File: src/rtl/rtc_bram.sv
// rtc_bram: 32-bit seconds counter and 256x8 battery RAM behind a data/control register pair.
// Optional write-protect flag (command 0x35) is built in when RTC_BRAM_WRITE_PROTECT_EN is defined.
module rtc_bram #(
    parameter int unsigned TICKS_PER_SEC = 2500000,
    parameter int unsigned BUSY_CEN      = 4
) (
    input  logic       clk_sys,
    input  logic       reset,
    input  logic       cen,
    input  logic       strobe,
    input  logic       rw,
    input  logic       addr,
    input  logic [7:0] din,
    output logic [7:0] dout
);
    localparam int TW = (TICKS_PER_SEC > 1) ? $clog2(TICKS_PER_SEC) : 1;
    localparam int BW = (BUSY_CEN > 1) ? $clog2(BUSY_CEN) : 1;
    localparam logic [TW-1:0] TICK_LAST = TW'(TICKS_PER_SEC - 1);
    localparam logic [BW-1:0] BUSY_LAST = BW'(BUSY_CEN - 1);

    typedef enum logic [1:0] {IDLE, EXT, DATA} state_t;
    typedef enum logic [1:0] {SEL_SECS, SEL_BRAM, SEL_WP} sel_t;

    state_t        r_state, w_state_next;
    sel_t          r_sel, w_sel_next;
    logic [1:0]    r_sec_byte, w_sec_byte_next;
    logic [7:0]    r_bram_addr, w_bram_addr_next;
    logic [7:0]    r_data;
    logic          r_ctl_rd;
    logic          r_ctl_last;
    logic [3:0]    r_ctl_low;
    logic          r_busy;
    logic [BW-1:0] r_busy_cnt;
    logic          r_pend;
    logic [TW-1:0] r_tick_cnt;
    logic [31:0]   r_secs;
    logic          r_inc_defer;
    logic [7:0]    r_ram_q;
    logic [7:0]    r_mem [256];

    logic          w_wr_strobe;
    logic          w_start;
    logic          w_tick;
    logic          w_protect;
    logic [7:0]    w_rd_byte;
    logic          w_data_load;
    logic [7:0]    w_data_next;
    logic          w_secs_we;
    logic          w_bram_we;

    assign w_wr_strobe = strobe & ~rw & ~r_busy;
    assign w_start     = w_wr_strobe & addr & din[7];
    assign w_tick      = cen & (r_tick_cnt == TICK_LAST);

    assign dout = addr ? {r_busy, r_ctl_rd, r_ctl_last, 1'b0, r_ctl_low} : r_data;

`ifdef RTC_BRAM_WRITE_PROTECT_EN
    logic r_wp;
    logic w_wp_we;

    always_ff @(posedge clk_sys or posedge reset) begin
        if (reset) begin
            r_wp <= 1'b0;
        end else if (w_wp_we) begin
            r_wp <= r_data[7];
        end
    end

    assign w_protect = r_wp;
`else
    assign w_protect = 1'b0;
`endif

    always_comb begin
        w_rd_byte = 8'h00;
        case (r_sel)
            SEL_SECS: w_rd_byte = r_secs[{r_sec_byte, 3'b000} +: 8];
            SEL_BRAM: w_rd_byte = r_ram_q;
            default:  w_rd_byte = {w_protect, 7'b0000000};
        endcase
    end

    // A transfer is executed in the single cycle where r_pend is high.
    always_comb begin
        w_state_next     = r_state;
        w_sel_next       = r_sel;
        w_sec_byte_next  = r_sec_byte;
        w_bram_addr_next = r_bram_addr;
        w_data_load      = 1'b0;
        w_data_next      = r_data;
        w_secs_we        = 1'b0;
        w_bram_we        = 1'b0;
`ifdef RTC_BRAM_WRITE_PROTECT_EN
        w_wp_we          = 1'b0;
`endif
        if (r_pend) begin
            case (r_state)
                IDLE: begin
                    if (r_ctl_rd) begin
                        w_data_load = 1'b1;
                        w_data_next = 8'h00;
                    end else if (r_data[6:4] == 3'b000 && r_data[1:0] == 2'b01) begin
                        w_sel_next      = SEL_SECS;
                        w_sec_byte_next = r_data[3:2];
                        w_state_next    = DATA;
                    end else if (r_data[6:3] == 4'b0111) begin
                        w_sel_next       = SEL_BRAM;
                        w_bram_addr_next = {r_data[2:0], r_bram_addr[4:0]};
                        w_state_next     = EXT;
                    end
`ifdef RTC_BRAM_WRITE_PROTECT_EN
                    else if (r_data == 8'h35) begin
                        w_sel_next   = SEL_WP;
                        w_state_next = DATA;
                    end
`endif
                end
                EXT: begin
                    w_bram_addr_next = {r_bram_addr[7:5], r_data[6:2]};
                    w_state_next     = DATA;
                end
                DATA: begin
                    if (r_ctl_rd) begin
                        w_data_load = 1'b1;
                        w_data_next = w_rd_byte;
                    end else begin
                        case (r_sel)
                            SEL_SECS: w_secs_we = ~w_protect;
                            SEL_BRAM: w_bram_we = ~w_protect;
                            default: begin
`ifdef RTC_BRAM_WRITE_PROTECT_EN
                                w_wp_we = 1'b1;
`endif
                            end
                        endcase
                    end
                    w_state_next = IDLE;
                end
                default: w_state_next = IDLE;
            endcase
            if (r_ctl_last) begin
                w_state_next = IDLE;
            end
        end
    end

    always_ff @(posedge clk_sys or posedge reset) begin
        if (reset) begin
            r_state     <= IDLE;
            r_sel       <= SEL_SECS;
            r_sec_byte  <= 2'd0;
            r_bram_addr <= 8'h00;
        end else begin
            r_state     <= w_state_next;
            r_sel       <= w_sel_next;
            r_sec_byte  <= w_sec_byte_next;
            r_bram_addr <= w_bram_addr_next;
        end
    end

    always_ff @(posedge clk_sys or posedge reset) begin
        if (reset) begin
            r_data      <= 8'h00;
            r_ctl_rd    <= 1'b0;
            r_ctl_last  <= 1'b0;
            r_ctl_low   <= 4'h0;
            r_busy      <= 1'b0;
            r_busy_cnt  <= '0;
            r_pend      <= 1'b0;
            r_tick_cnt  <= '0;
            r_secs      <= 32'h0;
            r_inc_defer <= 1'b0;
        end else begin
            r_pend <= w_start;
            if (w_wr_strobe && !addr) begin
                r_data <= din;
            end else if (w_data_load) begin
                r_data <= w_data_next;
            end
            if (w_wr_strobe && addr) begin
                r_ctl_rd   <= din[6];
                r_ctl_last <= din[5];
                r_ctl_low  <= din[3:0];
            end
            if (w_start) begin
                r_busy     <= 1'b1;
                r_busy_cnt <= '0;
            end else if (r_busy && cen) begin
                if (r_busy_cnt == BUSY_LAST) begin
                    r_busy <= 1'b0;
                end else begin
                    r_busy_cnt <= r_busy_cnt + BW'(1);
                end
            end
            if (cen) begin
                r_tick_cnt <= w_tick ? '0 : r_tick_cnt + TW'(1);
            end
            // A byte write wins over a coincident tick; the increment lands one cycle later.
            if (w_secs_we) begin
                r_secs[{r_sec_byte, 3'b000} +: 8] <= r_data;
                r_inc_defer <= w_tick | r_inc_defer;
            end else if (w_tick || r_inc_defer) begin
                r_secs      <= r_secs + 32'd1;
                r_inc_defer <= 1'b0;
            end
        end
    end

    always_ff @(posedge clk_sys) begin
        if (w_bram_we) begin
            r_mem[r_bram_addr] <= r_data;
        end
        r_ram_q <= r_mem[r_bram_addr];
    end

endmodule

File: config.mk
export PLATFORM = sky130hd
export DESIGN_NAME = rtc_bram
export DESIGN_NICKNAME = d
export VERILOG_FILES = /design/src/rtl/rtc_bram.sv
export SDC_FILE = /design/constraint.sdc
export NUM_CORES = 2
export LEC_CHECK = 0
export CORE_ASPECT_RATIO = 0.7
export CORE_MARGIN = 2
export CORE_UTILIZATION = 50
export CTS_BUF_LIST = sky130_fd_sc_hd__clkbuf_4 sky130_fd_sc_hd__clkbuf_8
export CTS_CLUSTER_DIAMETER = 150
export DETAILED_ROUTE_END_ITERATION = 12
export PLACE_DENSITY = 0.65
export SYNTH_ARGS = -nofsm -noshare
export SYNTH_HDL_FRONTEND = slang
export SYNTH_SLANG_ARGS = --single-unit
File: constraint.sdc
create_clock -name clk_sys -period 5.7 [get_ports clk_sys]
set_clock_uncertainty 0.2 [all_clocks]
set_input_delay 0.57 -clock clk_sys [delete_from_list [all_inputs] [get_ports clk_sys]]
set_output_delay 0.57 -clock clk_sys [all_outputs]
set_load 0.1 [all_outputs]
==> impl_metrics.ini <==
[status]
status = finished clean

[timing]
fmax_ghz = 0.214
relSlewSlack = 0.155
setup_tns_ns = 0
timing.hold.ws_ns = 0.0945
period_needed_ns = 4.67
layout_setup_ws_ns = 1.03
worstMarginPinSlew_ns = 1.26
finalHoldViolCount = 0
setup_viol = 0
finalMaxSlewViolations = 0
fin_crit_sh = 0.819
rsz0062_at_grt = false

[die]
initial_core_util = 0.503
core_um2 = 166000
die_h_um = 346
std_cell_rows = 125
chipWidth_um = 492
dieArea_um2 = 170000
ios = 22

[critical_path]
cp_max_fo = 49
crit_type = reg -> reg
crit_arrival_ns = 5.32
rr_startpoint = r_bram_addr[0]
crit_cells = 7
cp-startpoint = r_bram_addr[0]
r2r_end = r_ram_q[5]
worst-path-buf-inv = 2
start_kind = flip-flop
crit_path_cell_trace = buf_4 > buf_4 > mux4_2 > a22oi_1 > a21oi_1 > o41ai_1 > nand4_1
crit_family = compound AO/OA/AOI/OAI gates
slowest_stage = dfrtp_4
cp_common_cell = buf_4
reg2reg_setup_slack_ns = 1.03
slowest_delay_ns = 1.17
worst_r2r_path_depth = 7
endpoint_kind = flip-flop
cp.required_ns = 6.36

[grt]
grt_pass1_vias = 42100
grt_first_pass_wirelength_um = 295000
antenna_found_initial = 8
grt_overflow = 0
grt_use_total = 0.240
grt_max_degree = 197

[detailed_routing]
dr.pass1.iters = 5
avgViaCountPerCell = 6.25
initialDrtViolationCount = 5282
dr_total_vias = 42200
routed_wl_um = 204000
postRouteAntennaNets = 0
wl_per_cell_um = 30.3
drc = 0

[placement]
placed_area_um2 = 86500
place_inst = 6183
gp_congestion = 0.841
dp_worst_setup_slack_ns = 0.921
dp_hpwl_um = 118000
port_buffers = 21

[power_and_ir_drop]
total_power_mw = 36.1
max-vdd-ir-drop_uv = 282
p_per_area_nw_per_um2 = 390
leakagePower_nw = 28.2

[min_path]
min-delay-start = din[2]
hold_path.class = in -> reg
hold_end = r_ctl_low[2]
hold_path_depth = 2

[synthesis]
ys_ff_latch = 2142
synth_cell_types = 71
syn_area_um2 = 83300
synth_edf_count = 2048
ys_async_sr_fraction = 0.0401
synth_top_area_frac = 0.738
ys_warn_count = 0
synth.largest_area_cell = edfxtp_1
postSynthAreaPerCell_um2 = 20.4
seq_area_frac_synth = 0.766
synth_cells = 4077
synth_area_leaders = edfxtp_1, mux4_2, dfrtp_1
synth-main-ff-cell = edfxtp_1
syn-num-nets = 4099

[clock_tree]
cts-buffers-inserted = 322
cts_resized = 0
clk_latency_ns = 1.03
clockBufferDepth = 4
cts_hold_buf = 6
htree_levels = 5
clk_pin_slew_ns = 0.06
cts.sinks = 2142
cts-root-buf = clkbuf_8
post_cts_buffers = 0
tritoncts = done

[flow_run]
max-cap-violations = 0

[finish]
drive_above_1_share = 0.267
fin_area_um2 = 92600
final_cells = 6751
areaGrowthSynthToFinish_pct = 11.1
nNetsFinal = 4313
final_core_util = 0.559
==> worst register-to-register path, delay by kind of cell, from the launching register on <==
family / cells / cell delay [ns]
flip-flops: 1 / 1.17
multiplexers: 1 / 0.51
AND/OR/NAND/NOR: 1 / 0.16
AO/OA/AOI/OAI: 3 / 1.51
buffers and inverters: 2 / 1.01
==> cell usage after synthesis (14+ instances only) <==
cell / instances
edfxtp_1: 2048
o41ai_1: 33
xor2_1: 14
nand4_1: 21
inv_1: 22
buf_2: 60
a22oi_1: 265
nand2_1: 90
nor2_1: 309
buf_1: 27
mux2_2: 21
o21ai_0: 45
dfrtp_1: 86
mux4_2: 520
and3_1: 15
clkbuf_1: 166
nand3_1: 23
a21oi_1: 158
==> worst max-delay path by stage <==
stage / to
6_report: r_ram_q[5]
5_1_grt: r_ram_q[5]
4_1_cts: r_ram_q[5]
3_5_place_dp: r_ram_q[5]
3_3_place_gp: r_ram_q[3]
2_1_floorplan: dout[5]
==> sequential cells by signal, summed over array words and instances, names as in the netlist <==
| name | cells |
|---|---|
| r_bram_addr | 8 |
| r_busy | 1 |
| r_busy_cnt | 2 |
| r_ctl_last | 1 |
| r_ctl_low | 4 |
| r_ctl_rd | 1 |
| r_data | 8 |
| r_inc_defer | 1 |
| r_mem | 2048 |
| r_pend | 1 |
| r_ram_q | 8 |
| r_sec_byte | 2 |
| r_secs | 32 |
| r_sel | 1 |
| r_state | 2 |
| r_tick_cnt | 22 |
==> per-layer routing <==
metal  wire, um  GRT usage  vias to the layer above  share of wire
met1      85200      0.349                    22100           0.42
met3      23700     0.0881                      337           0.12
met2      90400      0.340                     2223           0.44
li1           -          -                    17500              -
met4       5010     0.0690                        4          0.025
met5        154    0.00588                        -        0.00075
==> logic make-up (layout without fill, tap and decap cells) <==
| group | after synthesis | after routing | synth area share |
|---|---|---|---|
| other | 0 | 7 | 0 |
| multiplexers | 544 | 544 | 0.144 |
| AND/OR/NAND/NOR | 526 | 526 | 0.0283 |
| AO/OA/AOI/OAI | 555 | 555 | 0.0450 |
| buffers and inverters | 281 | 726 | 0.0139 |
| XOR/XNOR | 21 | 21 | 0.00221 |
| adder cells (fa/ha/maj) | 8 | 8 | 0.00120 |
| flip-flops | 2142 | 2142 | 0.766 |
==> cell usage in the layout (no fill, tap or decap), drive strengths merged, types with 11 or more instances in the layout <==
master         Yosys  layout
nor2             309     309
edfxtp          2048    2048
nand3             24      24
buf               92     122
clkdlybuf4s50      0      21
a21oi            159     159
o41ai             34      34
xor2              14      14
clkinv             0      94
and3              15      15
mux2              21      21
clkbuf           167     449
a22oi            265     265
nor3              11      11
nand4             22      22
inv               22      24
dfrtp             86      86
o21ai             45      45
mux4             520     520
nand2             91      91
nor4              11      11
==> area by class of cell <==
cell class | count | area [um^2]
diodes | 7 | 17.5
clock buffers | 449 | 5440
well taps | 2222 | 2780
multi-input cells | 1654 | 18500
repair buffers | 149 | 1340
clock inverters | 106 | 582
fillers | 12400 | 73200
flip-flops and latches | 2142 | 63800
inverters | 22 | 85.1
==> power by group <==
group	leakage [nW]	internal [mW]	switching (mW)
logic	5.36	0.738	2.99
registers	19.7	19.6	0.685
clock network	3.21	6.33	5.77
total	28.2	26.7	9.45
Note: power is estimated with default switching activity, not from simulation.
